<file path="src/rtl/tinyalu_pkg.sv">
// Shared opcode and state encodings for tinyalu.
// The single-cycle datapath function is also used by the top.
package tinyalu_pkg;

  typedef enum logic [2:0] {
    no_op  = 3'd0,
    add_op = 3'd1,
    and_op = 3'd2,
    xor_op = 3'd3,
    mul_op = 3'd4,
    rst_op = 3'd7
  } operation_t;

  typedef enum logic [1:0] {
    S_IDLE,
    S_BUSY,
    S_DONE,
    S_WAIT_REL
  } state_t;

  // Non-multiply ops; no_op and reserved opcodes keep the previous result.
  function automatic logic [15:0] alu_single(input logic [2:0]  op,
                                             input logic [7:0]  a,
                                             input logic [7:0]  b,
                                             input logic [15:0] prev);
    logic [15:0] r;
    case (op)
      add_op:  r = {7'b0, ({1'b0, a} + {1'b0, b})};
      and_op:  r = {8'b0, (a & b)};
      xor_op:  r = {8'b0, (a ^ b)};
      rst_op:  r = '0;
      default: r = prev;
    endcase
    return r;
  endfunction

endpackage

</file>
<file path="src/rtl/tinyalu_mul_pipe.sv">
// Fixed-latency registered 8x8 multiplier with a matching valid chain.
// Reset flushes both the data and the valid stages.
module tinyalu_mul_pipe #(
  parameter int unsigned STAGES = 3
) (
  input  logic        clk,
  input  logic        reset_n,
  input  logic [7:0]  a_i,
  input  logic [7:0]  b_i,
  input  logic        valid_i,
  output logic [15:0] prod_o,
  output logic        valid_o
);

  logic [15:0] prod_q [STAGES];
  logic        vld_q  [STAGES];

  always_ff @(posedge clk) begin
    if (!reset_n) begin
      for (int unsigned i = 0; i < STAGES; i++) begin
        prod_q[i] <= '0;
        vld_q[i]  <= 1'b0;
      end
    end else begin
      prod_q[0] <= 16'(a_i) * 16'(b_i);
      vld_q[0]  <= valid_i;
      for (int unsigned i = 1; i < STAGES; i++) begin
        prod_q[i] <= prod_q[i-1];
        vld_q[i]  <= vld_q[i-1];
      end
    end
  end

  assign prod_o  = prod_q[STAGES-1];
  assign valid_o = vld_q[STAGES-1];

endmodule

</file>
<file path="src/rtl/tinyalu.sv">
// 8-bit ALU with start/done handshake; add/and/xor complete in one clock,
// multiply runs through a MUL_LATENCY-stage pipeline.
module tinyalu
  import tinyalu_pkg::*;
#(
  parameter int unsigned MUL_LATENCY = 3
) (
  input  logic        clk,
  input  logic        reset_n,
  input  logic [7:0]  A,
  input  logic [7:0]  B,
  input  logic [2:0]  op,
  input  logic        start,
  output logic        done,
  output logic [15:0] result
);

  localparam int unsigned CW       = (MUL_LATENCY > 2) ? $clog2(MUL_LATENCY - 1) : 1;
  localparam int unsigned CNT_LAST = (MUL_LATENCY >= 2) ? (MUL_LATENCY - 2) : 0;

  state_t        state_q, state_d;
  logic [CW-1:0] cnt_q, cnt_d;
  logic [7:0]    a_q, a_d, b_q, b_d;
  logic [2:0]    op_q, op_d;
  logic          done_q, done_d;
  logic [15:0]   result_q, result_d;
  logic          accept;
  logic [15:0]   mul_prod;
  logic          mul_valid;

  // The pipe samples A/B directly on the accepting edge, so its last stage
  // lines up with the DONE cycle without an extra operand register stage.
  tinyalu_mul_pipe #(
    .STAGES (MUL_LATENCY)
  ) u_mul_pipe (
    .clk     (clk),
    .reset_n (reset_n),
    .a_i     (A),
    .b_i     (B),
    .valid_i (accept && (op == mul_op)),
    .prod_o  (mul_prod),
    .valid_o (mul_valid)
  );

  always_comb begin
    state_d  = state_q;
    cnt_d    = cnt_q;
    a_d      = a_q;
    b_d      = b_q;
    op_d     = op_q;
    done_d   = 1'b0;
    result_d = result_q;
    accept   = 1'b0;
    case (state_q)
      S_IDLE: begin
        if (start) begin
          accept  = 1'b1;
          a_d     = A;
          b_d     = B;
          op_d    = op;
          cnt_d   = '0;
          state_d = ((op == mul_op) && (MUL_LATENCY > 1)) ? S_BUSY : S_DONE;
        end
      end
      S_BUSY: begin
        if (cnt_q == CW'(CNT_LAST)) state_d = S_DONE;
        else                        cnt_d   = cnt_q + CW'(1);
      end
      S_DONE: begin
        done_d = 1'b1;
        if (op_q == mul_op) result_d = mul_valid ? mul_prod : result_q;
        else                result_d = alu_single(op_q, a_q, b_q, result_q);
        state_d = start ? S_WAIT_REL : S_IDLE;
      end
      S_WAIT_REL: begin
        if (!start) state_d = S_IDLE;
      end
      default: state_d = S_IDLE;
    endcase
  end

  always_ff @(posedge clk) begin
    if (!reset_n) begin
      state_q  <= S_IDLE;
      cnt_q    <= '0;
      a_q      <= '0;
      b_q      <= '0;
      op_q     <= '0;
      done_q   <= 1'b0;
      result_q <= '0;
    end else begin
      state_q  <= state_d;
      cnt_q    <= cnt_d;
      a_q      <= a_d;
      b_q      <= b_d;
      op_q     <= op_d;
      done_q   <= done_d;
      result_q <= result_d;
    end
  end

  assign done   = done_q;
  assign result = result_q;

endmodule

</file>
<file path="config.mk">
export PLATFORM = sky130hd
export DESIGN_NAME = tinyalu
export DESIGN_NICKNAME = d
export VERILOG_FILES = /design/src/rtl/tinyalu_pkg.sv /design/src/rtl/tinyalu_mul_pipe.sv /design/src/rtl/tinyalu.sv
export SDC_FILE = /design/constraint.sdc
export NUM_CORES = 1
export LEC_CHECK = 0
export ABC_AREA = 0
export BUFFER_PORTS_ARGS = -buffer_cell sky130_fd_sc_hd__buf_2
export CAP_MARGIN = 30
export CORE_MARGIN = 5
export CORE_UTILIZATION = 40
export DETAILED_ROUTE_END_ITERATION = 8
export MAX_ROUTING_LAYER = met4
export PLACE_DENSITY = 0.67
export SKIP_LAST_GASP = 1
export SLEW_MARGIN = 10
export SYNTH_ARGS = -nofsm -noshare
export SYNTH_HDL_FRONTEND = slang
export SYNTH_HIERARCHICAL = 1
export SYNTH_SLANG_ARGS = --single-unit
</file>
<file path="constraint.sdc">
create_clock -name clk -period 6.31 [get_ports clk]
set_input_delay 1.262 -clock clk [delete_from_list [all_inputs] [get_ports clk]]
set_output_delay 1.262 -clock clk [all_outputs]
set_load 0.01 [all_outputs]
</file>
=== Word-level counts from Yosys, hierarchy flattened ===
Memory sizes are Yosys's and may differ from the RTL's.
Cells that the tools add are included.

* Output and inout bits: 17
* Input bits: 22
* Bits in registers: 39
* Memories: 2
* Memory bits (writable): 51

{| class="wikitable"
|+ Memory list
! name !! words !! bits a word !! read ports !! clocked after memory_dff !! write ports !! RTL line !! RTL
|-
| u_mul_pipe.prod_q || 3 || 16 || 3 || 0 || 3 || tinyalu_mul_pipe.sv:15 || <nowiki>logic [15:0] prod_q [STAGES];</nowiki>
|-
| u_mul_pipe.vld_q || 3 || 1 || 3 || 0 || 3 || tinyalu_mul_pipe.sv:16 || <nowiki>logic vld_q [STAGES];</nowiki>
|}

* Eq/ne operators: 13
* Mux-type cells: 23
* Multiply operators: 1
* Add/sub/neg operators: 2
* Reductions and logical operators: 8
* Bitwise gates (word level): 8

{| class="wikitable"
|+ Operator list
! cell !! count
|-
| $mux W16 || 5
|-
| $pmux W16 S4 || 1
|-
| $mul A8 B8 Y16 || 1
|-
| $mux W1 || 10
|-
| $mux W2 || 5
|-
| $add A8 B8 Y9 || 1
|-
| $eq A3 B3 Y1 const B || 3
|-
| $and A8 B8 Y8 || 1
|-
| $ne A2 B2 Y1 const B || 4
|-
| $pmux W2 S4 || 1
|-
| $xor A8 B8 Y8 || 1
|-
| $eq A3 B2 Y1 const B || 2
|-
| $or A1 B1 Y1 || 6
|-
| $reduce_and A3 Y1 || 2
|-
| $reduce_bool A5 Y1 || 1
|-
| $eq A2 B2 Y1 const B || 2
|-
| $reduce_and A2 Y1 || 2
|-
| $eq A3 B1 Y1 const B || 1
|-
| $eq A2 B1 Y1 const B || 1
|-
| $logic_not A2 Y1 || 1
|-
| $pmux W1 S2 || 1
|-
| $reduce_bool A2 Y1 || 1
|-
| $add A1 B1 Y1 const B || 1
|-
| $logic_and A1 B1 Y1 || 1
|}

=== Longest topological paths before layout ===
Gate-level depths: netlist (run 1).

* Depth after elaboration: 4
* Gate-level depth with buffers: 15

=== By module ===
The synthesis (run 1) kept the hierarchy.

{| class="wikitable"
|+ By module, submodules not included
! module !! cells an instance !! seq. area each (sq um) !! instances !! area an instance (sq um)
|-
| tinyalu_mul_pipe || 360 || 1,021.0 || 1 || 3,533.4
|-
| tinyalu || 258 || 780.7 || 1 || 2,209.6
|}

=== Least setup slack after synthesis (run 1) ===
No wires, ideal clock.

* Path type: in2reg
* Start: input port B[7]
* End: memory u_mul_pipe.prod_q[0][15]
* Path buffers: 0
* Setup slack: 1,278 ps
* Library setup time: 116 ps
* Cell stages on the path: 13
* Arrival time: 4,917 ps
* Path through: and2_1 fa_1 fa_1 fa_1 inv_1 fa_1 inv_1 ha_1 a21o_1 a21o_1 a221o_1 or3_1 and3_1

{| class="wikitable"
|+ RTL lines
! what !! RTL line !! RTL
|-
| start: declaration || tinyalu.sv:11 || <nowiki>input logic [7:0] B,</nowiki>
|-
| end: declaration || tinyalu_mul_pipe.sv:15 ||
|}

==> metrics.md, run 1 <==
| Metric | Value |
|---|---|
| Placed instance count | `799` |
| Critical register-to-register path endpoint | `result[6]` |
| Post-cts resize count | `0` |
| Max Cap Viol | `0` |
| DR WL/cell | `14.1 um` |
| CTS tree | `done` |
| GP Congestion | `0.883` |
| Syn Inst Count | `618` |
| RSZ-0062 raised after global routing | `no` |
| Max stage delay on crit path | `0.55 ns` |
| Static Leak | `0.00286 uW` |
| Largest net degree at the start of global routing | `100` |
| Max Root-Sink Buffers | `2` |
| Final period util | `79.8%` |
| Crit-path cells | `buf_2 > and2_1 > fa_1 > fa_1 > fa_1 > inv_1 > fa_1 > inv_1 > ha_1 > a21o_1 > a21o_1 > a221o_1 > or3_1 > and3_1` |
| Crit path max-delay cell type | `fa_1` |
| Total congestion overflow | `0` |
| Most area-hungry cell type in the Yosys netlist | `dfxtp_1` |
| Post-Syn Area | `5740 sq um` |
| Critical Path RT | `6.54 ns` |
| Vias in the first global route | `3863` |
| Die area | `16900 sq um` |
| Yosys reg bits | `90` |
| WHS | `0.429 ns` |
| First DRT Iteration DRCs | `230` |
| CP Capture Type | `flop` |
| Final setup fails | `0` |
| HP Class | `flop to flop` |
| Commonest non-fill, non-tap cell in the layout | `and2_1` |
| Worst reg2reg setup slack | `4.19 ns` |
| Htree depth | `3` |
| Worst setup SP type | `input port` |
| VDD IR max | `0.000135 V` |
| Post-synth ARST share | `0%` |
| Status | `finished, final reports clean` |
| Share of layout cells above drive strength 1 | `10.7%` |
| Via count | `3978` |
| Synth-to-Final Area Change | `8.24%` |
| Hold path start | `u_mul_pipe/prod_q[0][21]` |
| Detail Route Antenna Nets | `0` |
| Reg2Reg Launch Point | `a_q[0]` |
| Crit path max-delay family | `adder cells` |
| Post-CTS Setup Bufs | `0` |
| Max Fanout on Critical Path | `9` |
| Die Y | `130 um` |
| Final non-filler cell total | `815` |
| Initial Utilization | `41.1%` |
| # nets final | `734` |
| Initial antenna violation count | `0` |
| Max Clk Rate | `199 MHz` |
| Row Count | `43` |
| Clk_skew | `0.00439 ns` |
| Crit Path Class | `input port to flop` |
| Total Routed Length | `11.5 mm` |
| Commonest non-fill, non-tap cells in the layout | `and2_1, dfxtp_1, nand2_1` |
| Sinks on the clock net | `90` |
| Clk slew on worst S/H paths | `0.06 ns` |
| Setup TNS | `0 ns` |
| Overall Power | `1800 uW` |
| WP data arrival | `5.26 ns` |
| Ranking of synthesized cells by area | `dfxtp_1, fa_1, and2_1` |
| Drt first pass iters | `4` |
| Mapped Nets | `721` |
| Hold bufs inserted after CTS | `0` |
| Final HPWL DP | `8.95 mm` |
| Ant. Diodes | `0` |
| Layout filler cell count | `1394` |
| Min Tclk post-route | `5.03 ns` |
| All-Layer GR Usage | `14.8%` |
| Syn avg cell area | `9.29 sq um` |
| Post-synth top flop | `dfxtp_1` |
| Final Hold Fails | `0` |
| Num ports | `39` |
| Worst-Margin Slew | `0.751 ns` |
| Rel. slew slack | `49.9%` |
| Register-to-Register Path Depth | `7` |
| Horiz. Die Dim | `130 um` |
| Hold-critical path depth | `1` |
| Most used cell, CP | `fa_1` |
| Fraction of synthesized cell area taken by the top area cell type | `31.4%` |
| Core area | `14000 sq um` |
| Number of synthesis warnings | `6` |
| Post-synth EDFFs | `0` |
| Sequential share of the synthesized area | `31.4%` |
| Vias per cell | `4.88` |
| Unique cell type count in the Yosys netlist | `60` |
| Util after Layout | `44.4%` |
| Bufs and invs on worst path | `3` |
| Hold endpoint | `u_mul_pipe/prod_q[0][37]` |
| Root Buffer | `clkbuf_16` |
| DR DRC count | `0` |
| Pwr Density | `289 nW/um^2` |
| First-pass GRT wire length | `19.4 mm` |
| Number of CTS-inserted buffers | `9` |
| Clk_lat worst skew | `0.33 ns` |
| Slew Viols, Final | `0` |
| Port Buffers | `38` |
## worst reg2reg max path, delay by kind of cell (launching register included)
kind / cells / cell delay [ns]
XOR/XNOR: 1 / 0.16
flip-flops: 1 / 0.32
adder cells (fa/ha/maj): 2 / 0.66
AO/OA/AOI/OAI: 4 / 0.85
## synth_stat cells (all sizes together) (3+ instances only)
cell	n
nand2	76
nor2b	9
fa	37
a21oi	22
dfxtp	90
nand3	15
inv	50
and2	91
o211ai	8
xor2	5
a21boi	31
o21ai	15
nor3	4
nand2b	14
buf	28
mux2i	9
and3	4
clkbuf	10
a21o	7
ha	44
xnor2	3
nor2	4
## stage by stage
stage | instance area (sq um) | worst slack [ns]
final | 6220 | 1.28
after global routing | 6220 | 1.15
after CTS | 6210 | 1.28
after detailed placement | 5910 | 0.921
after global placement | 5910 | 0.979
after floorplan | 5740 | 1.28
## cell type report
cell class | instances | area [sq um] | area share, %
clock inverter | 6 | 72.6 | 1.17
sequential | 90 | 1800 | 29.0
multi-input combinational | 440 | 3500 | 56.3
timing repair buffer | 40 | 205 | 3.30
clock buffer | 9 | 225 | 3.62
tap | 180 | 225 | 3.62
inverter | 50 | 188 | 3.02
## worst max path at each step
stage | slack [ns] | cells after the start | end | start
after detailed placement | 0.92 | 14 | u_mul_pipe/prod_q[0][15] | B[7]
after global routing | 1.15 | 14 | u_mul_pipe/prod_q[0][15] | B[7]
after floorplan | 1.28 | 13 | u_mul_pipe/prod_q[0][15] | B[7]
after global placement | 0.98 | 14 | u_mul_pipe/prod_q[0][15] | B[7]
after CTS | 1.28 | 14 | u_mul_pipe/prod_q[0][15] | B[7]
final | 1.28 | 14 | u_mul_pipe/prod_q[0][15] | B[7]
## kinds of logic after synthesis
logic type      Yosys count  synth area share, %
xor+xnor                  8                 1.22
compound gates          107                 13.2
buf+inv                  88                 7.71
simple gates            232                 21.8
mux                      11                 1.96
fa+ha+maj                82                 22.7
flops                    90                 31.4
## state kept, by name (all words and copies together) (netlist names)
register           cells
u_mul_pipe/prod_q     48
result                16
a_q                    8
b_q                    8
op_q                   3
u_mul_pipe/vld_q       3
state_q                2
cnt_q                  1
done                   1
## layer usage
metal / track usage (%) / up-vias / routed length (um)
met3: 2.46 / 10 / 399
met1: 20.4 / 1840 / 5590
met5: - / - / 0
met4: 3.79 / 0 / 155
met2: 22.7 / 72 / 5330
li1: - / 2056 / -
## power by group
group	internal (uW)	leakage (uW)	switching (uW)
clock network	311	0.000149	220
logic	271	0.00198	336
registers	635	0.000736	23.2
total	1220	0.00286	580
No activity file was read; power rests on OpenSTA's default activity.
==> inputs of run 2 (changes only) <==
--- a/config.mk
+++ b/config.mk
@@ -5,7 +5,7 @@
 export SDC_FILE = /design/constraint.sdc
 export NUM_CORES = 1
 export LEC_CHECK = 0
-export ABC_AREA = 0
+export ABC_AREA = 1
 export BUFFER_PORTS_ARGS = -buffer_cell sky130_fd_sc_hd__buf_2
 export CAP_MARGIN = 30
 export CORE_MARGIN = 5
==> constraint.sdc (replaced) <==
create_clock -name clk -period 5.1 [get_ports clk]
set_input_delay 1.02 -clock clk [delete_from_list [all_inputs] [get_ports clk]]
set_output_delay 1.02 -clock clk [all_outputs]
set_load 0.01 [all_outputs]
==> metrics.md, run 2 <==
| Metric | Value |
|---|---|
| Initial antenna violation count | `0` |
| VDD IR max | `0.000174 V` |
| Post-synth ARST share | `0%` |
| Rel. slew slack | `58.4%` |
| Final HPWL DP | `9.02 mm` |
| Die area | `17200 sq um` |
| Static Leak | `0.00377 uW` |
| Post-synth top flop | `dfxtp_1` |
| Total congestion overflow | `0` |
| CTS tree | `done` |
| Num ports | `39` |
| Detail Route Antenna Nets | `0` |
| Max Root-Sink Buffers | `2` |
| Port Buffers | `38` |
| Max Cap Viol | `0` |
| Final setup fails | `0` |
| Util after Layout | `43.6%` |
| Total Routed Length | `11.7 mm` |
| Reg2Reg Launch Point | `a_q[0]` |
| XOR/XNOR Fraction of Synth Area | `0.595%` |
| Max Fanout on Critical Path | `9` |
| Register-to-Register Path Depth | `11` |
| CP Capture Type | `flop` |
| Sequential share of the synthesized area | `30.6%` |
| Number of CTS-inserted buffers | `9` |
| Count leader, synth | `nand2_1` |
| Most area-hungry cell type in the Yosys netlist | `dfxtp_1` |
| Placed instance count | `1003` |
| Worst setup SP type | `input port` |
| Htree depth | `3` |
| Top reg by flops | `u_mul_pipe/prod_q` |
| Final non-filler cell total | `1018` |
| HP Class | `flop to flop` |
| Clk_lat worst skew | `0.33 ns` |
| Syn avg cell area | `7.11 sq um` |
| Commonest non-fill, non-tap cell in the layout | `nand2_1` |
| Unique cell type count in the Yosys netlist | `30` |
| All-Layer GR Usage | `14.4%` |
| Post-Synth Simple-Gate Area | `23.9%` |
| Hold bufs inserted after CTS | `0` |
| Synth-to-Final Area Change | `7.29%` |
| Max reg flops | `48` |
| Most used cell, CP | `nand2_1` |
| Final Hold Fails | `0` |
| Root Buffer | `clkbuf_16` |
| First DRT Iteration DRCs | `281` |
| Largest net degree at the start of global routing | `43` |
| Post-synthesis adder-cell area fraction | `21.9%` |
| Hold-critical path depth | `2` |
| Vias per cell | `4.56` |
| Post-Syn Area | `5890 sq um` |
| Pwr Density | `368 nW/um^2` |
| Min Tclk post-route | `4.33 ns` |
| Vias in the first global route | `4462` |
| Sinks on the clock net | `90` |
| Yosys reg bits | `90` |
| Max Clk Rate | `231 MHz` |
| # nets final | `933` |
| Mapped Nets | `931` |
| Number of synthesis warnings | `6` |
| Worst reg2reg setup slack | `3.28 ns` |
| WP data arrival | `4.60 ns` |
| Synth Area in Compound Gates | `6.67%` |
| First-pass GRT wire length | `20.5 mm` |
| Ant. Diodes | `0` |
| Syn Inst Count | `828` |
| Post-cts resize count | `0` |
| Setup TNS | `0 ns` |
| Critical register-to-register path endpoint | `result[6]` |
| Fraction of synthesized cell area taken by the top area cell type | `30.6%` |
| Ranking of synthesized cells by area | `dfxtp_1, nand2_1, fa_1` |
| Status | `finished, final reports clean` |
| Row Count | `44` |
| Die Y | `131 um` |
| Top cells by count, synth | `nand2_1, inv_1, dfxtp_1` |
| Layout filler cell count | `1510` |
| Initial Utilization | `40.7%` |
| DR WL/cell | `11.5 um` |
| Core area | `14500 sq um` |
| Hold path start | `u_mul_pipe/prod_q[0][22]` |
| Commonest non-fill, non-tap cells in the layout | `nand2_1, inv_1, dfxtp_1` |
| Horiz. Die Dim | `131 um` |
| Crit-path cells | `buf_2 > nand2_1 > fa_1 > fa_1 > inv_1 > fa_1 > inv_1 > fa_1 > inv_1 > ha_1 > nand2_1 > inv_1 > nand2_1 > nand2_1 > nand2_1 > nand3_2 > nand2_1 > nand2_1 > nor2_1` |
| Max stage delay on crit path | `0.56 ns` |
| Crit Path Class | `input port to flop` |
| Worst-Margin Slew | `0.622 ns` |
| Slew Viols, Final | `0` |
| Post-synthesis mux area share | `0%` |
| GP Congestion | `0.888` |
| Critical Path RT | `5.38 ns` |
| Clk_skew | `0.00489 ns` |
| DR DRC count | `0` |
| Post-synth EDFFs | `0` |
| RSZ-0062 raised after global routing | `no` |
| Drt first pass iters | `5` |
| Crit path max-delay cell type | `fa_1` |
| Share of layout cells above drive strength 1 | `8.87%` |
| Final period util | `84.9%` |
| Clk slew on worst S/H paths | `0.06 ns` |
| Post-CTS Setup Bufs | `0` |
| Hold endpoint | `u_mul_pipe/prod_q[0][38]` |
| Main combinational cell family by area after synthesis | `simple AND/OR/NAND/NOR gates` |
| Via count | `4645` |
-- run 2: cell types whose count changed after synthesis, sizes merged, moves of 11 or more --
cell,delta
nand2b,-14
inv,+134
nand2,+148
and2,-91
nor2,+80
nand3,+19
a21boi,-31
clkbuf,+13
a21oi,+11
o21ai,+15
-- run 2: area by class of cell --
type / instances / area (sq um) / share of cell area (%)
Timing Repair Buffer: 39 / 198 / 3.13
Sequential cell: 90 / 1800 / 28.5
Inverter: 185 / 694 / 11.0
Clock inverter: 5 / 38.8 / 0.614
Tap cell: 184 / 230 / 3.65
Multi-Input combinational cell: 505 / 3120 / 49.5
Clock buffer: 10 / 229 / 3.63
-- run 2: worst max-delay path by stage --
stage,startpoint,slack (ns),end
3_5_place_dp,B[7],0.40,u_mul_pipe/prod_q[0][12]
3_3_place_gp,A[1],0.46,u_mul_pipe/prod_q[0][10]
5_1_grt,B[6],0.54,u_mul_pipe/prod_q[0][15]
6_report,B[7],0.77,u_mul_pipe/prod_q[0][12]
2_1_floorplan,A[0],0.55,u_mul_pipe/prod_q[0][12]
4_1_cts,B[7],0.77,u_mul_pipe/prod_q[0][12]
-- run 2: critical path: cells and delay by family --
kind          cells  cell delay, ns
fa+ha+maj         5            2.47
simple gates      9            0.71
buf+inv           5            0.39
-- run 2: cell families after synthesis --
family                   Yosys count
flip-flops                        90
AND/OR/NAND/NOR                  348
adder cells (fa/ha/maj)           81
AO/OA/AOI/OAI                     72
XOR/XNOR                           4
buffers and inverters            233
-- run 2: per-stage QoR --
step | setup WS (ns) | hold slack (ns) | total power, uW | instance area, sq um
after detailed placement | 0.403 | 0.397 | 1750 | 6050
final | 0.771 | 0.411 | 2330 | 6320
after CTS | 0.771 | 0.413 | 2360 | 6320
after global placement | 0.456 | 0.392 | 1740 | 6050
after floorplan | 0.553 | 0.390 | 1560 | 5890
after global routing | 0.543 | 0.432 | 2540 | 6320
-- run 2: metal layers --
metal | wire length [um] | GRT usage [%]
met4 | 336 | 5.71
met5 | 0 | -
met2 | 5700 | 24.3
met3 | 407 | 2.26
met1 | 5240 | 17.3
-- run 2: power breakdown --
group          internal (uW)  switching (uW)  leakage (uW)
combinational            324             574       0.00290
sequential               796            31.3      0.000738
clock                    331             270      0.000129
total                   1450             875       0.00377
==> inputs of run 3 (changes only) <==
--- a/config.mk
+++ b/config.mk
@@ -5,14 +5,14 @@
 export SDC_FILE = /design/constraint.sdc
 export NUM_CORES = 1
 export LEC_CHECK = 0
-export ABC_AREA = 1
+export ABC_AREA = 0
 export BUFFER_PORTS_ARGS = -buffer_cell sky130_fd_sc_hd__buf_2
 export CAP_MARGIN = 30
 export CORE_MARGIN = 5
 export CORE_UTILIZATION = 40
 export DETAILED_ROUTE_END_ITERATION = 8
 export MAX_ROUTING_LAYER = met4
-export PLACE_DENSITY = 0.67
+export PLACE_DENSITY = 0.69
 export SKIP_LAST_GASP = 1
 export SLEW_MARGIN = 10
 export SYNTH_ARGS = -nofsm -noshare
==> constraint.sdc (replaced) <==
create_clock -name clk -period 3.67 [get_ports clk]
set_input_delay 0.734 -clock clk [delete_from_list [all_inputs] [get_ports clk]]
set_output_delay 0.734 -clock clk [all_outputs]
set_load 0.01 [all_outputs]
==> metrics.md, run 3 (synthesized netlist as in run 1, its figures left out) <==
| Metric | Value |
|---|---|
| Worst setup SP type | `input port` |
| Max Cap Viol | `0` |
| Setup WS post-layout | `-0.481 ns` |
| RSZ-0062 raised after global routing | `yes` |
| Pre-CTS setup slack | `-0.840 ns` |
| Min Tclk post-route | `4.15 ns` |
| Worst-Margin Slew | `0.862 ns` |
| Pwr Density | `508 nW/um^2` |
| WP data arrival | `4.39 ns` |
| Total congestion overflow | `0` |
| Share of layout cells above drive strength 1 | `22.9%` |
| Top reg by flops | `u_mul_pipe/prod_q` |
| Number of CTS-inserted buffers | `9` |
| Clk_lat worst skew | `0.34 ns` |
| Clk slew on worst S/H paths | `0.06 ns` |
| Total Routed Length | `11.6 mm` |
| Max Clk Rate | `241 MHz` |
| All-Layer GR Usage | `15.0%` |
| Util after Layout | `48.8%` |
| First DRT Iteration DRCs | `246` |
| Root Buffer | `clkbuf_16` |
| Final setup fails | `9` |
| HP Class | `flop to flop` |
| Drt first pass iters | `4` |
| Rel. slew slack | `42.5%` |
| Port Buffers | `38` |
| Row Count | `43` |
| Core area | `14000 sq um` |
| Static Leak | `0.00315 uW` |
| Failing checks | `setup timing` |
| Max Fanout on Critical Path | `5` |
| Final period util | `113%` |
| # nets final | `789` |
| DR DRC count | `0` |
| Crit Path Class | `input port to flop` |
| Initial antenna violation count | `0` |
| DR WL/cell | `13.4 um` |
| Overall Power | `3470 uW` |
| Vias per cell | `4.95` |
| Horiz. Die Dim | `130 um` |
| CP Capture Type | `flop` |
| Max Root-Sink Buffers | `2` |
| Critical Path RT | `3.91 ns` |
| GP Congestion | `0.886` |
| Status | `complete, but fails checks` |
| Vias in the first global route | `4294` |
| Synth-to-Final Area Change | `18.8%` |
| CTS tree | `done` |
| First-pass GRT wire length | `20.0 mm` |
| Detail Route Antenna Nets | `0` |
| Ant. Diodes | `0` |
| Die Y | `130 um` |
| Commonest non-fill, non-tap cell in the layout | `dfxtp_1` |
| VDD IR max | `0.000240 V` |
| Slew Viols, Final | `0` |
| Hold bufs inserted after CTS | `0` |
| Initial Utilization | `41.1%` |
| Largest net degree at the start of global routing | `66` |
| Sinks on the clock net | `90` |
| Die area | `16900 sq um` |
| Num ports | `39` |
| Clk_skew | `0.00649 ns` |
| Worst reg2reg setup slack | `1.54 ns` |
| Setup TNS | `-3.14 ns` |
| Via count | `4303` |
| Final Hold Fails | `0` |
| Max reg flops | `48` |
| Final HPWL DP | `9.16 mm` |
| Commonest non-fill, non-tap cells in the layout | `dfxtp_1, and2_1, nand2_1` |
| Htree depth | `3` |
==> run 3: repair_timing <==
action,CTS,global route
gates resized for setup,25,16
pin swaps,28,16
setup buffers,2,4
endpoints found under the setup margin,9,9
hold endpoints to repair,0,0
==> run 3: layout make-up <==
| cell class | instances | area, sq um |
|---|---|---|
| flip-flops and latches | 90 | 1800 |
| repair buffers | 95 | 677 |
| fillers | 1307 | 7160 |
| inverters | 50 | 188 |
| clock inverters | 6 | 41.3 |
| clock buffers | 9 | 225 |
| well taps | 180 | 225 |
| multi-input cells | 440 | 3670 |
==> run 3: metrics by stage <==
step,cell area [sq um],hold WS [ns],cells
after detailed placement,6380,0.417,849
after global routing,6820,0.439,870
after global placement,6380,0.417,849
after CTS,6730,0.431,866
after floorplan,5830,0.412,618
final,6820,0.431,870
==> run 3: worst max-delay path, stage by stage <==
cell and delay (ns):
buf_8 0.10, and2_4 0.15, fa_1 0.54, inv_2 0.04
fa_2 0.54, inv_2 0.04, fa_1 0.51, inv_2 0.04
fa_1 0.54, inv_2 0.05, ha_4 0.23, o211a_1 0.13
o31ai_4 0.08, a21oi_1 0.12, or3_1 0.35, and3_1 0.17
==> run 3: path summary, 6_finish.rpt <==
| kind | startpoint | end | cells past startpoint |
|---|---|---|---|
| min | u_mul_pipe/prod_q[0][12] | u_mul_pipe/prod_q[0][28] | 1 |
| max reg2reg | a_q[0] | result[6] | 7 |
| max | A[3] | u_mul_pipe/prod_q[0][15] | 16 |
| min reg2reg | u_mul_pipe/prod_q[0][12] | u_mul_pipe/prod_q[0][28] | 1 |
==> run 3: layer usage <==
metal  global-route usage [%]  share of wire [%]  vias up
met5                        -                  0        -
met4                     5.38                2.0        0
met1                     19.9                 48     2038
met2                     23.2                 46       85
met3                     2.37                3.4       18
li1                         -                  -     2162
==> run 3: where the power goes <==
part | leakage [uW] | internal, uW | switching (uW)
Combinational | 0.00228 | 779 | 722
Clock | 0.000136 | 457 | 377
Sequential | 0.000736 | 1090 | 39.4
Total | 0.00315 | 2330 | 1140
